==> src/rtl/issue_pkg.sv <==
// Shared definitions for the opcode issue controller: opcode width, queue entry layout and
// a constant-evaluable ceil(log2) helper.
package issue_pkg;

    localparam int unsigned OPCODE_W     = 8;
    localparam int unsigned PC_W_DEFAULT = 16;

    typedef struct packed {
        logic [OPCODE_W-1:0]     opcode;
        logic [PC_W_DEFAULT-1:0] pc;
    } issue_entry_t;

    function automatic int unsigned clog2(input int unsigned value);
        int unsigned result;
        result = 0;
        while ((64'd1 << result) < 64'(value)) begin
            result++;
        end
        return result;
    endfunction

endpackage

==> src/rtl/issue_fifo.sv <==
// Synchronous FIFO with clear; head is read combinationally from the storage array.
module issue_fifo
    import issue_pkg::*;
#(
    parameter int unsigned Depth = 4,
    parameter int unsigned Width = 24
) (
    input  logic                       clk_i,
    input  logic                       rst_i,
    input  logic                       clr_i,
    input  logic                       push_i,
    input  logic                       pop_i,
    input  logic [Width-1:0]           wdata_i,
    output logic [Width-1:0]           rdata_o,
    output logic [clog2(Depth+1)-1:0]  count_o
);

    localparam int unsigned PtrW = clog2(Depth);
    localparam int unsigned CntW = clog2(Depth + 1);

    logic [Width-1:0] mem_q [Depth];
    logic [PtrW-1:0]  rd_ptr_q, rd_ptr_d;
    logic [PtrW-1:0]  wr_ptr_q, wr_ptr_d;
    logic [CntW-1:0]  count_q, count_d;
    logic             do_push, do_pop, full;

    always_comb begin
        full     = (count_q == CntW'(Depth));
        do_push  = push_i & !clr_i;
        do_pop   = pop_i & !clr_i & (count_q != '0);
        rd_ptr_d = rd_ptr_q + PtrW'(do_pop);
        wr_ptr_d = wr_ptr_q + PtrW'(do_push);
        count_d  = count_q + CntW'(do_push) - CntW'(do_pop);
        if (clr_i) begin
            rd_ptr_d = '0;
            wr_ptr_d = '0;
            count_d  = '0;
        end
    end

    always_ff @(posedge clk_i) begin
        if (rst_i) begin
            rd_ptr_q <= '0;
            wr_ptr_q <= '0;
            count_q  <= '0;
            for (int i = 0; i < int'(Depth); i++) begin
                mem_q[i] <= '0;
            end
        end else begin
            rd_ptr_q <= rd_ptr_d;
            wr_ptr_q <= wr_ptr_d;
            count_q  <= count_d;
            if (do_push) begin
                mem_q[wr_ptr_q] <= wdata_i;
            end
        end
    end

    assign rdata_o = mem_q[rd_ptr_q];
    assign count_o = count_q;

    // Credit accounting upstream guarantees a free slot for every accepted return.
    push_into_full: assert property (@(posedge clk_i) disable iff (rst_i) !(do_push && full));

endmodule

==> src/rtl/opcode_issue.sv <==
// Opcode prefetch and issue controller: credit-based byte prefetch into a small queue,
// dispatch gating towards the microcode sequencer, and redirect flush with stale-return drop.
module opcode_issue
    import issue_pkg::*;
#(
    parameter int unsigned     DEPTH    = 4,
    parameter int unsigned     PC_W     = 16,
    parameter logic [PC_W-1:0] RESET_PC = '0
) (
    input  logic                clk,
    input  logic                rst,
    output logic                fetch_req,
    output logic [PC_W-1:0]     fetch_addr,
    input  logic                fetch_valid,
    input  logic [OPCODE_W-1:0] fetch_data,
    input  logic                redirect,
    input  logic [PC_W-1:0]     redirect_pc,
    input  logic                mc__more,
    input  logic                issue_hold,
    output logic [OPCODE_W-1:0] opcode,
    output logic [PC_W-1:0]     issue_pc,
    output logic                mc__stall
);

    localparam int unsigned CntW    = clog2(DEPTH + 1);
    // Back-to-back redirects can stack stale returns beyond DEPTH, so leave headroom.
    localparam int unsigned FlightW = clog2(DEPTH) + 5;
    localparam int unsigned SumW    = FlightW + 1;
    localparam int unsigned EntryW  = OPCODE_W + PC_W;

    logic [FlightW-1:0] inflight_q, inflight_d;
    logic [FlightW-1:0] discard_q, discard_d;
    logic [PC_W-1:0]    fetch_addr_q, fetch_addr_d;
    logic [PC_W-1:0]    ret_pc_q, ret_pc_d;
    logic [CntW-1:0]    count;
    logic [EntryW-1:0]  head, wentry;
    logic [SumW-1:0]    credit_used;
    logic               push, pop;

    always_comb begin
        mc__stall   = redirect | (!mc__more & ((count == '0) | issue_hold));
        pop         = !mc__more & !mc__stall;
        credit_used = SumW'(count) + SumW'(inflight_q) - SumW'(discard_q);
        fetch_req   = !redirect & (credit_used < SumW'(DEPTH));
        push        = fetch_valid & !redirect & (discard_q == '0);
        wentry      = {fetch_data, ret_pc_q};

        fetch_addr_d = fetch_addr_q;
        ret_pc_d     = ret_pc_q;
        inflight_d   = inflight_q;
        discard_d    = discard_q;

        if (redirect) begin
            fetch_addr_d = redirect_pc;
            ret_pc_d     = redirect_pc;
            inflight_d   = inflight_q - FlightW'(fetch_valid);
            discard_d    = inflight_q - FlightW'(fetch_valid);
        end else begin
            inflight_d = inflight_q + FlightW'(fetch_req) - FlightW'(fetch_valid);
            if (fetch_req) begin
                fetch_addr_d = fetch_addr_q + PC_W'(1);
            end
            if (fetch_valid && (discard_q != '0)) begin
                discard_d = discard_q - FlightW'(1);
            end
            if (push) begin
                ret_pc_d = ret_pc_q + PC_W'(1);
            end
        end
    end

    always_ff @(posedge clk) begin
        if (rst) begin
            inflight_q   <= '0;
            discard_q    <= '0;
            fetch_addr_q <= RESET_PC;
            ret_pc_q     <= RESET_PC;
        end else begin
            inflight_q   <= inflight_d;
            discard_q    <= discard_d;
            fetch_addr_q <= fetch_addr_d;
            ret_pc_q     <= ret_pc_d;
        end
    end

    issue_fifo #(
        .Depth (DEPTH),
        .Width (EntryW)
    ) u_fifo (
        .clk_i   (clk),
        .rst_i   (rst),
        .clr_i   (redirect),
        .push_i  (push),
        .pop_i   (pop),
        .wdata_i (wentry),
        .rdata_o (head),
        .count_o (count)
    );

    assign fetch_addr = fetch_addr_q;
    assign opcode     = head[EntryW-1:PC_W];
    assign issue_pc   = head[PC_W-1:0];

    inflight_overflow: assert property (@(posedge clk) disable iff (rst)
        !(fetch_req && !fetch_valid && (inflight_q == '1)));

endmodule

==> config.mk <==
export PLATFORM = sky130hd
export DESIGN_NAME = opcode_issue
export DESIGN_NICKNAME = d
export VERILOG_FILES = /design/src/rtl/issue_pkg.sv /design/src/rtl/issue_fifo.sv /design/src/rtl/opcode_issue.sv
export SDC_FILE = /design/constraint.sdc
export NUM_CORES = 1
export LEC_CHECK = 0
export ABC_AREA = 1
export CAP_MARGIN = 0
export CORE_MARGIN = 8
export CORE_UTILIZATION = 55
export CTS_CLUSTER_DIAMETER = 30
export DETAILED_ROUTE_END_ITERATION = 10
export HOLD_SLACK_MARGIN = 0.02
export PLACE_DENSITY = 0.77
export SLEW_MARGIN = 15
export SYNTH_ARGS = -nofsm -noshare
export SYNTH_HDL_FRONTEND = slang
export SYNTH_SLANG_ARGS = --single-unit
export TNS_END_PERCENT = 100
==> constraint.sdc <==
create_clock -name clk -period 10.4 [get_ports clk]
set_clock_uncertainty 0.15 [all_clocks]
set_input_delay 2.08 -clock clk [delete_from_list [all_inputs] [get_ports clk]]
set_output_delay 2.08 -clock clk [all_outputs]
set_load 0.03 [all_outputs]
Word level (Yosys, flattened, before mapping)
Memory sizes are Yosys's and may differ from the RTL's. A register that Yosys moved wholly into a read port is not among the register bits.
Cells that the tools add are included.
{"block": "word_totals", "regBits": 53, "ramBits": 96, "input_bits": 30, "out_inout_bits": 42, "memories": 1}
{"block": "classes", "add_sub_neg": 12, "order_cmp": 1, "muxes": 16, "bitwise": 10, "reduce_logical": 13}
{"memory": "u_fifo.mem_q", "depth": 4, "width": 24, "read_ports": 1, "rd_ports_with_merged_regs": 1, "write_ports": 4, "line": "issue_fifo.sv:21", "text": "logic [Width-1:0] mem_q [Depth];"}
{"operator": "$mux 16", "n": 4}
{"operator": "$add 16x1->16 const B", "n": 2}
{"operator": "$mux 24", "n": 1}
{"operator": "$reduce_or 24->1", "n": 1}
{"operator": "$mux 7", "n": 3}
{"operator": "$sub 7x1->7", "n": 2}
{"operator": "$add 3x7->8", "n": 1}
{"operator": "$and 1x1->1", "n": 8}
{"operator": "$lt 8x3->1 const B", "n": 1}
{"operator": "$sub 8x7->8", "n": 1}
{"operator": "$add 7x1->7", "n": 1}
{"operator": "$logic_not 7->1", "n": 1}
{"operator": "$reduce_bool 7->1", "n": 1}
{"operator": "$sub 7x1->7 const B", "n": 1}
{"operator": "$mux 1", "n": 6}
{"operator": "$reduce_bool 2->1", "n": 3}
{"operator": "$add 2x1->2", "n": 2}
{"operator": "$mux 2", "n": 2}
{"operator": "$add 3x1->3", "n": 1}
{"operator": "$logic_not 1->1", "n": 3}
{"operator": "$logic_not 3->1", "n": 1}
{"operator": "$reduce_bool 3->1", "n": 1}
{"operator": "$sub 3x1->3", "n": 1}
{"operator": "$or 1x1->1", "n": 2}
{"operator": "other kinds (2)", "n": 2}

Logic depth before layout (Yosys ltp)
Gate-level depths: netlist of run 1.
{"block": "logic_depth", "ltp_word": 10, "depth_mapped": 25, "mapped_depth_nobuf": 24}

Cells and area by module
From an unflattened synthesis of run 1, not the netlist that was laid out.
{"block": "hier_totals", "cells_unflattened": 995, "area_unflattened_um2": 8237.9}
{"module": "issue_fifo", "n_inst": 1, "cells_per_inst": 444, "area_per_inst_um2": 4600.7}
{"module": "opcode_issue", "n_inst": 1, "cells_per_inst": 551, "area_per_inst_um2": 3637.2}

Worst setup path before layout of run 1
No wires, ideal clock.
{"block": "synth_path", "path_type": "input port to output port", "startpoint": "input port redirect", "endpoint": "output port mc__stall", "arrival_time_ns": 3.415, "t_required_ns": 8.170, "slack_ns": 4.755, "path_stages": 5, "path_buffers": 2, "path_cell_list": "buf_2 -> clkbuf_1 -> nor2_1 -> o31ai_1 -> a21boi_0"}
{"block": "synth_between", "elab_chain_cells": 1}
{"item": "start: declaration", "line": "opcode_issue.sv:16", "text": "input logic redirect,"}
{"item": "$or 1x1->1", "line": "opcode_issue.sv:41", "text": "mc__stall = redirect | (!mc__more & ((count == '0) | issue_hold));"}
{"item": "end: declaration", "line": "opcode_issue.sv:22", "text": "output logic mc__stall"}
No other way between the ends.

Worst setup path in the final report of run 1
Same ends and word-level chain as after synthesis.

==> results of run 1 <==
## where the power goes
part	internal (uW)	switching, uW	leakage, uW	total, uW
registers	666	26.1	0.00143	692
clock network	366	238	0.000284	604
logic	132	240	0.00194	372
total	1160	504	0.00365	1670
## registers in the layout, summed over array words and instances, names as in the netlist
name / count
inflight_q: 7
fetch_addr: 16
u_fifo.mem_q: 96
u_fifo.wr_ptr_q: 2
ret_pc_q: 16
u_fifo.count_o: 3
discard_q: 7
u_fifo.rd_ptr_q: 2
## per-layer routing
layer	wire length, um	up-vias	GRT usage [%]
met5	0	-	0
met3	1510	23	5.50
met4	220	0	5.80
met2	8750	270	34.3
met1	8360	3015	26.5
li1	-	3219	-
## metrics by stage
step	util [%]	instances	instance area [sq um]	hold WS (ps)
after CTS	66.8	1178	9310	331
after floorplan	-	925	7900	300
final	66.8	1178	9320	336
after detailed placement	62.6	1146	8730	322
after global routing	66.8	1178	9320	368
after global placement	62.6	1146	8730	314
## worst paths after layout
path,from,end,slack [ps]
worst max-delay path,redirect,mc__stall,4150
worst min-delay path,discard_q[5]$_SDFFE_PP0P_,discard_q[5]$_SDFFE_PP0P_,340
worst min register to register,discard_q[5]$_SDFFE_PP0P_,discard_q[5]$_SDFFE_PP0P_,340
worst max register to register,inflight_q[2]$_SDFF_PP0_,inflight_q[6]$_SDFF_PP0_,6440
## kinds of logic after synthesis
| group | Yosys count | share of synthesized area [%] |
|---|---|---|
| AOI/OAI and AO/OA | 178 | 12.7 |
| adders and majority gates | 34 | 5.77 |
| xor gates and xnor gates | 21 | 2.33 |
| and+or+nand+nor | 404 | 22.3 |
| buffers and inverters | 139 | 7.00 |
| DFF | 149 | 49.9 |
## final cells by class
class | instances | share of cell area [%]
clock inverter | 12 | 1.38
tap | 180 | 2.42
timing repair buffer | 81 | 8.44
multi-input combinational | 637 | 36.5
inverter | 99 | 3.99
sequential | 149 | 42.3
clock buffer | 20 | 4.90
## cell usage in the layout, fill, tap and decap left out, types with 8 or more instances in the layout
cell / count
nor2_1: 178
nand2_1: 122
edfxtp_1: 96
inv_1: 91
o21ai_0: 87
clkdlybuf4s50_1: 71
dfxtp_1: 53
nand3_1: 52
a21oi_1: 33
ha_1: 30
o22ai_1: 24
nor3_1: 17
clkbuf_16: 17
nand2_2: 14
xor2_1: 13
a31oi_1: 11
a21oi_2: 10
buf_4: 10
xnor2_1: 8
## worst min-delay path, cell delays in order, from the launching register on
cell,delay (ps)
dfxtp_1,310
o21ai_0,70
a21oi_1,60
==> results by group, run 1 <==
Route
  • Drt total wl: 18,800 um
  • Post-route ant nets: 0
  • DR iter-0 viols: 491
  • Router iterations before antenna repair: 5
  • DR WL/cell: around 16 um
  • Avg Vias per Cell: about 5.5
  • Vias post-DR: roughly 6,500
  • Residual DRC: 0

Logic synthesis
  • Number of enable flip-flop cells after synthesis: 96
  • Netlist cell types: 41
  • Top-count cell post-synth: nor2_1
  • Synthesized area: 7900 sq um
  • Post-synth top area cell: edfxtp_1
  • Top post-synthesis cells by count: nor2_1, nand2_1, edfxtp_1
  • Ys flop type: edfxtp_1
  • Yosys warning total: 0
  • Flops & latches, synth: 149
  • Leading post-synthesis cells by cell area: edfxtp_1, dfxtp_1, nor2_1, nand2_1, o21ai_0
  • Share of Yosys cell area claimed by the top area cell type: between 30% and 40%
  • Syn Inst Count: 925
  • Syn Area/Cell: 8.54 sq um
  • Register area share after synthesis: about half
  • Share of flip-flops with an asynchronous set or reset: 0%
  • Synth Net Count: 989

Worst setup path
  • WP data required: between 8000 and 9000 ps
  • Crit-path slowest cell: clkdlybuf4s50_1
  • Slowest stage delay, CP: 690 ps
  • Cell mode on critical path: clkdlybuf4s50_1
  • Critical path cell sequence: clkdlybuf4s50_1, buf_4, nor2_1, o31ai_1, a21boi_0, clkdlybuf4s50_1
  • R2R depth: 24
  • Family with the most delay on the worst path: buffers and inverters
  • Startpoint class of the critical path: primary input
  • Critical path type: primary input to primary output
  • CP Depth: 6
  • Crit end category: primary output
  • Worst path arrival time: 4020 ps
  • Worst path bufs/invs: 3
  • CP max FO: 44

Global routing
  • Vias in the first global route: 6,324
  • GRT Util Overall: 20.8%
  • Global-route wire length before repair: between 30,000 and 40,000 um
  • Initial antenna violation count: 0
  • Largest net degree at the start of global routing: 51
  • Grt total ovfl: 0

Power
  • Peak supply drop: 0.113 mV
  • Leak: 0.00365 uW
  • Pwr Total: 1670 uW
  • Power density over cell area: 179 nW/um^2

Placed design
  • RePlAce Congestion: 0.879
  • Setup WS pre-CTS: 4150 ps
  • Buffers on Ports: 71
  • Post-DP HPWL: 12,000 um

Floorplanning
  • Initial core utilization: 56.7%
  • I/O Pins: 72
  • Die Y: 136 um
  • Core area: between 10,000 and 15,000 sq um
  • # rows: 43
  • Chip Width: around 140 um
  • Die ar.: ~18,000 sq um

Hold path
  • Worst hold path depth: 2
  • HP Class: flop to flop

Clock network
  • Post-CTS Repair Setup Buffers: 0
  • # resized after CTS: 0
  • Clk sinks: between 100 and 150
  • Clock H-tree levels: 4
  • Buffer depth of the longest clock path: 2
  • TritonCTS clock tree: yes
  • CTS clk-pin slew, worst paths: 60 ps
  • Worst-Skew Late Latency: 420 ps
  • TritonCTS Buffers: 17
  • Clk root buf: clkbuf_16
  • CTS Hold Buffers Added: 0

Timing
  • RSZ-0062 raised after global routing: no
  • Max-slew violation count: 0
  • Final setup fails: 0
  • Fin. Hold Viols: 0
  • Worst setup margin: around 4100 ps
  • Slew headroom: 51.0%
  • Setup tns final: 0 ps
  • Worst-margin pin slew: 734 ps
  • Fmax achieved: 160 MHz
  • Min Tclk post-route: 6250 ps
  • Fin crit share: 60.1%

Cells and area
  • Area of the multi-input gates: 3400 sq um
  • Layout Nets: 1,049
  • Layout area overhead: 17.9%
  • FF+latch area: 3940 sq um
  • Share of cells above drive strength 1: 8.62%
  • # fillers: 1,118
  • Ant. Diodes: 0

Status
  • Run status: complete, no violations

Job
  • Max Cap Violations: 0
No activity file was read; power rests on OpenSTA's default activity.
==> inputs of run 2 (changes only) <==
--- a/config.mk
+++ b/config.mk
@@ -8,11 +8,11 @@
 export ABC_AREA = 1
 export CAP_MARGIN = 0
 export CORE_MARGIN = 8
-export CORE_UTILIZATION = 55
+export CORE_UTILIZATION = 52
 export CTS_CLUSTER_DIAMETER = 30
 export DETAILED_ROUTE_END_ITERATION = 10
 export HOLD_SLACK_MARGIN = 0.02
-export PLACE_DENSITY = 0.77
+export PLACE_DENSITY = 0.76
 export SLEW_MARGIN = 15
 export SYNTH_ARGS = -nofsm -noshare
 export SYNTH_HDL_FRONTEND = slang
==> constraint.sdc (replaced) <==
create_clock -name clk -period 5.4 [get_ports clk]
set_clock_uncertainty 0.15 [all_clocks]
set_input_delay 1.08 -clock clk [delete_from_list [all_inputs] [get_ports clk]]
set_output_delay 1.08 -clock clk [all_outputs]
set_load 0.03 [all_outputs]
==> run 2 against run 1 <==
Compared with the run above: sequential power rose by 92%; worst setup slack got worse by 3600 ps; non-clock buffer count is 2 higher; hold slack got worse by 8.6 ps; utilization decreased by 4.5 points; power rose by 97%; wire length increased by 0.63%; design area up 0.59%; clock power rose by 110%; critical path depth increased by 8; register-to-register slack got worse by 5000 ps; cell count rose by 0.85%; largest power group unchanged.
==> results by group, run 2 (synthesis results as in run 1) <==
Floorplanning
  • Die Y: 139 um (+2.5%)
  • Die ar.: 19,400 sq um (+5.1%)
  • # rows: 45 (+4.7%)
  • Core area: 15,000 sq um (+7.9%)
  • I/O Pins: 72 (unchanged)
  • Chip Width: 139 um (+2.5%)
  • Initial core utilization: 52.5% (-4.1 points)

Clock network
  • TritonCTS clock tree: yes
  • Worst-Skew Late Latency: 440 ps (+20 ps)
  • # resized after CTS: 0 (unchanged)
  • Post-CTS Repair Setup Buffers: 0 (unchanged)
  • CTS clk-pin slew, worst paths: 60 ps (about the same)
  • CTS Hold Buffers Added: 0 (unchanged)
  • TritonCTS Buffers: 17 (unchanged)
  • Buffer depth of the longest clock path: 2 (unchanged)
  • Clk sinks: 149 (unchanged)
  • Clk root buf: clkbuf_16
  • Clock H-tree levels: 4 (unchanged)

Worst setup path
  • CP max FO: 18 (-59%)
  • Slowest stage delay, CP: 700 ps (about the same)
  • R2R Setup Slk: 1470 ps (-4970 ps)
  • Cell mode on critical path: nand2_1
  • Worst flop-to-flop path endpoint: inflight_q[6]$_SDFF_PP0_
  • R2R depth: 24 (unchanged)
  • WP data required: 4170 ps (-4000 ps)
  • Startpoint class of the critical path: flop
  • Crit-path slowest cell: clkdlybuf4s50_1
  • Worst path arrival time: 3600 ps (-420 ps)
  • Worst r2r src: inflight_q[2]$_SDFF_PP0_
  • Crit end category: primary output
  • Critical path type: flop to primary output
  • Critical path cell sequence: inv_1, fa_1, inv_1, ha_1, nand2_1, nand2_1, nand2_1, nand3_1, nand2_1, nand3_2, nor2_4, nand3_4, nor2_1, clkdlybuf4s50_1

Timing
  • Max-slew violation count: 0 (unchanged)
  • Min Tclk post-route: about 4800 ps
  • Worst-margin pin slew: 776 ps (+42.5 ps)
  • Final setup fails: 0 (unchanged)
  • Fmax achieved: 207 MHz
  • RSZ-0062 raised after global routing: no
  • Fin. Hold Viols: 0 (unchanged)
  • Fin crit share: 89.4%
  • Setup tns final: 0 ps (unchanged)
  • Slew headroom: 48.2% (-2.8 points)

Power
  • Leak: 0.00367 uW (+0.62%)
  • Sw Pwr: 1010 uW (+100%)
  • Sw Share: 30.7% (+0.52 points)
  • Power density over cell area: 350 nW/um^2 (+96%)
  • Peak supply drop: 0.239 mV (+110%)
  • Flop pwr share: 40.6% (-0.9 points)
  • Clk pwr share: 37.6% (+1.4 points)
  • Gate power share: 21.8% (-0.5 points)
  • Total internal power: 2270 uW (+95%)

Global routing
  • Largest net degree at the start of global routing: 50 (-2.0%)
  • Grt total ovfl: 0 (unchanged)
  • Initial antenna violation count: 0 (unchanged)
  • Vias in the first global route: 6,401 (+1.2%)
  • GRT Util Overall: 20.1% (-0.75 points)
  • Global-route wire length before repair: 31,200 um (+1.9%)

Hold path
  • Worst hold path depth: 2 (unchanged)
  • HP Class: flop to flop
  • Min-Delay Endpoint: discard_q[5]$_SDFFE_PP0P_
  • Worst Hold Launch: discard_q[5]$_SDFFE_PP0P_

Cells and area
  • Most frequent cells in the layout: nor2_1, nand2_1, edfxtp_1
  • Area of the multi-input gates: 3400 sq um (about the same)
  • Largest register FFs: 96 (unchanged)
  • Most common cell after layout, fill and taps aside: nor2_1
  • Layout area overhead: 18.6%
  • Largest Register: u_fifo.mem_q
  • Layout Nets: 1,051 (+0.19%)
  • Cell area after layout: 9370 sq um (+0.59%)
  • # fillers: 1,253 (+12%)
  • Fin cells: 1,188 (+0.85%)
  • Share of cells above drive strength 1: 9.00% (+0.38 points)
  • Ant. Diodes: 0 (unchanged)
  • FF+latch area: 3940 sq um (unchanged)

Route
  • Post-route ant nets: 0 (unchanged)
  • DR iter-0 viols: 570 (+16%)
  • Router iterations before antenna repair: 5 (unchanged)
  • Drt total wl: 19,000 um (+0.63%)
  • Avg Vias per Cell: 5.45 (-1.6%)
  • Vias post-DR: 6,478 (-0.75%)
  • Residual DRC: 0 (unchanged)
  • DR WL/cell: 16.0 um (-0.22%)

Placed design
  • Post-DP HPWL: 12,300 um (+2.9%)
  • RePlAce Congestion: 0.878 (-0.15%)
  • Buffers on Ports: 71 (unchanged)
  • Dpl cells: 1,156 (+0.87%)
  • Dpl cell area: 8750 sq um (+0.26%)

Job
  • Max Cap Violations: 0 (unchanged)

Status
  • Run status: complete, no violations
[run 2: worst max path at each step]
stage,from,depth (start not counted),slack [ps],end
2_1_floorplan,inflight_q[2]$_SDFF_PP0_,24,1440,inflight_q[6]$_SDFF_PP0_
3_3_place_gp,inflight_q[2]$_SDFF_PP0_,14,1100,fetch_req
3_5_place_dp,inflight_q[2]$_SDFF_PP0_,14,1020,fetch_req
4_1_cts,inflight_q[2]$_SDFF_PP0_,14,560,fetch_req
5_1_grt,inflight_q[2]$_SDFF_PP0_,14,320,fetch_req
6_report,inflight_q[2]$_SDFF_PP0_,14,570,fetch_req
[run 2: cell type report]
| type | instances | share of cell area, % |
|---|---|---|
| Timing Repair Buffer | 83 | 8.52 |
| Clock buffer | 17 | 4.54 |
| Tap cell | 188 | 2.51 |
| Multi-Input combinational cell | 637 | 36.3 |
| Sequential cell | 149 | 42.1 |
| Inverter | 99 | 3.97 |
| Clock inverter | 15 | 2.08 |
[run 2: metrics by stage]
stage	utilization (%)	hold WS, ps	power, uW	setup slack, ps
finish	62.3	327	3280	574
global route	62.3	350	3440	322
CTS	62.3	325	3290	564
detailed placement	58.2	316	2060	1020
global placement	58.2	320	2050	1100
floorplan	-	300	1870	1440
[run 2: power by group through the flow]
stage | combinational (uW) | sequential (uW) | clock [uW]
2_1_floorplan | 518 | 1360 | 0
3_3_place_gp | 699 | 1350 | 0
3_5_place_dp | 710 | 1350 | 0
4_1_cts | 716 | 1330 | 1240
5_1_grt | 804 | 1340 | 1290
6_report | 716 | 1330 | 1240
[run 2: worst max-delay path: cells and delay by family, from the launching register on]
family | cells | cell delay, ps
adders and majority gates | 2 | 870
buffers and inverters | 3 | 870
and+or+nand+nor | 9 | 1030
DFF | 1 | 370
[run 2: routing by layer]
metal  global-route usage [%]  share of wire, %  wire, um  vias to the layer above
li1                         -                 -         -                     3227
met1                     24.6                44      8360                     3010
met2                     33.1                47      8930                      216
met3                     5.98               7.2      1370                       25
met4                     7.22               1.6       299                        0
met5                        0                 0         0                        -
==> inputs of run 3 (changes only) <==
==> constraint.sdc (replaced) <==
create_clock -name clk -period 5.4 [get_ports clk]
set_clock_uncertainty 0.15 [all_clocks]
set_input_delay 0.54 -clock clk [delete_from_list [all_inputs] [get_ports clk]]
set_output_delay 0.54 -clock clk [all_outputs]
set_load 0.03 [all_outputs]
==> run 3 against run 2 <==
Compared with the run above: register-to-register slack improved by 20 ps; die area did not move; fmax rose by 13%.
==> results by group, run 3 (synthesis results as in run 1) <==
Floorplanning
  • I/O Pins: 72 (unchanged)
  • # rows: 45 (unchanged)
  • Core area: 15,000 sq um (unchanged)
  • Die ar.: 19,400 sq um (unchanged)
  • Initial core utilization: 52.5% (unchanged)
  • Die Y: 139 um (unchanged)
  • Chip Width: 139 um (unchanged)

Global routing
  • Most Crowded Layer GR: met2
  • Grt total ovfl: 0 (unchanged)
  • GRT Util Overall: 19.8% (-0.34 points)
  • M2 GR Usage: 32.1% (-0.95 points)
  • Global-route wire length before repair: 31,100 um (-0.18%)
  • Met1 Usage GRT: 25.2% (+0.63 points)
  • Vias in the first global route: 6,416 (+0.23%)
  • GRT met3 Usage: 4.82% (-1.2 points)
  • Initial antenna violation count: 0 (unchanged)
  • Largest net degree at the start of global routing: 50 (unchanged)

Clock network
  • CTS Hold Buffers Added: 0 (unchanged)
  • TritonCTS clock tree: yes
  • CTS clk-pin slew, worst paths: 60 ps (about the same)
  • Post-CTS Repair Setup Buffers: 0 (unchanged)
  • Buffer depth of the longest clock path: 2 (unchanged)
  • Clk sinks: 149 (unchanged)
  • # resized after CTS: 0 (unchanged)
  • Worst-Skew Late Latency: 430 ps (about the same)
  • Clock H-tree levels: 4 (unchanged)
  • Clk root buf: clkbuf_16
  • TritonCTS Buffers: 17 (unchanged)

Timing
  • Slew headroom: 30.4% (-18 points)
  • Hold WS: 331 ps (+3.81 ps)
  • Setup tns final: 0 ps (unchanged)
  • Fin. Hold Viols: 0 (unchanged)
  • Min Tclk post-route: 4280 ps (-550 ps)
  • RSZ-0062 raised after global routing: no
  • Fin crit share: 79.2% (-10 points)
  • Final setup fails: 0 (unchanged)
  • Worst-margin pin slew: 1040 ps (+265 ps)
  • Fmax achieved: 234 MHz (+13%)
  • Max-slew violation count: 0 (unchanged)

Route
  • Residual DRC: 0 (unchanged)
  • Drt total wl: 19,100 um (+0.49%)
  • Router iterations before antenna repair: 5 (unchanged)
  • Vias post-DR: 6,562 (+1.3%)
  • DR WL/cell: 16.1 um (+0.66%)
  • Avg Vias per Cell: 5.53 (+1.5%)
  • DR iter-0 viols: 663 (+16%)
  • Post-route ant nets: 0 (unchanged)

Power
  • Leak: 0.00363 uW (-1.2%)
  • Pwr Total: 3170 uW (-3.4%)
  • Peak supply drop: 0.223 mV (-6.5%)
  • Power density over cell area: 341 nW/um^2 (-2.6%)

Cells and area
  • Share of cells above drive strength 1: 8.52% (-0.48 points)
  • Largest Register: u_fifo.mem_q
  • Layout Nets: 1,049 (-0.19%)
  • Layout area overhead: 17.7%
  • Most common cell after layout, fill and taps aside: nor2_1
  • Ant. Diodes: 0 (unchanged)
  • Area of the multi-input gates: 3400 sq um (unchanged)
  • Largest register FFs: 96 (unchanged)
  • Most frequent cells in the layout: nor2_1, nand2_1, edfxtp_1
  • # fillers: 1,288 (+2.8%)
  • FF+latch area: 3940 sq um (unchanged)
  • Fin cells: 1,186 (-0.17%)

Worst setup path
  • WP data required: 4710 ps (+540 ps)
  • Crit end category: primary output
  • CP max FO: 18 (unchanged)
  • R2R Setup Slk: 1490 ps (+20 ps)
  • Startpoint class of the critical path: flop
  • Critical path type: flop to primary output
  • Worst path arrival time: 3590 ps (about the same)

Hold path
  • HP Class: flop to flop

Placed design
  • Dpl cells: 1,154 (-0.17%)
  • RePlAce Congestion: 0.937 (+6.7%)
  • Buffers on Ports: 71 (unchanged)
  • Post-DP HPWL: 12,400 um (+0.67%)

Job
  • Max Cap Violations: 0 (unchanged)

Status
  • Run status: complete, no violations
==> run 3: cell types whose count changed in the layout (fill, tap and decap cells not counted) <==
cell | before | now
buf_4 | 13 | 10
bufinv_16 | 3 | 1
clkbuf_1 | 0 | 2
clkinv_2 | 0 | 2
clkdlybuf4s50_1 | 70 | 71
clkinv_4 | 4 | 3
clkinvlp_4 | 2 | 3
inv_6 | 5 | 4
inv_8 | 1 | 0
==> run 3: metrics by stage <==
step / worst slack (ps) / instance area, sq um / util (%)
4_1_cts: 1100 / 9290 / 61.8
6_report: 1120 / 9290 / 61.8
2_1_floorplan: 1440 / 7900 / -
3_5_place_dp: 1510 / 8740 / 58.1
5_1_grt: 900 / 9290 / 61.8
3_3_place_gp: 1600 / 8740 / 58.1
==> run 3: metal layers <==
layer | share of wire (%) | vias up
met5 | 0 | -
met2 | 47 | 286
met1 | 45 | 3035
li1 | - | 3223
met4 | 1.2 | 0
met3 | 6.9 | 18
==> run 3: report_power, final <==
group          total (uW)  internal [uW]  switching [uW]
combinational         720            254             466
clock                1120            639             481
sequential           1330           1280            50.5
==> run 3: worst max-delay path, cell delays in order (launching register included) <==
cell and delay, ps:
dfxtp_1 360, inv_1 130, fa_1 540, inv_1 40, ha_1 340, nand2_1 90
nand2_1 70, nand2_1 60, nand3_1 90, nand2_1 90, nand3_2 80, nor2_4 100
nand3_4 230, nor2_1 220, clkdlybuf4s50_1 700
==> run 3: cell type report <==
class,instances,share of cell area [%]
multi-input cells,637,36.6
flip-flops and latches,149,42.4
clock inverters,13,1.33
clock buffers,19,4.66
inverters,99,4.00
repair buffers,81,8.45
well taps,188,2.53
==> run 3: path summary, 6_finish.rpt <==
kind,from,endpoint,cells after the start
worst min register to register,discard_q[5]$_SDFFE_PP0P_,discard_q[5]$_SDFFE_PP0P_,2
worst max register to register,inflight_q[2]$_SDFF_PP0_,inflight_q[6]$_SDFF_PP0_,24
worst min-delay path,discard_q[5]$_SDFFE_PP0P_,discard_q[5]$_SDFFE_PP0P_,2
worst max-delay path,inflight_q[2]$_SDFF_PP0_,fetch_req,14
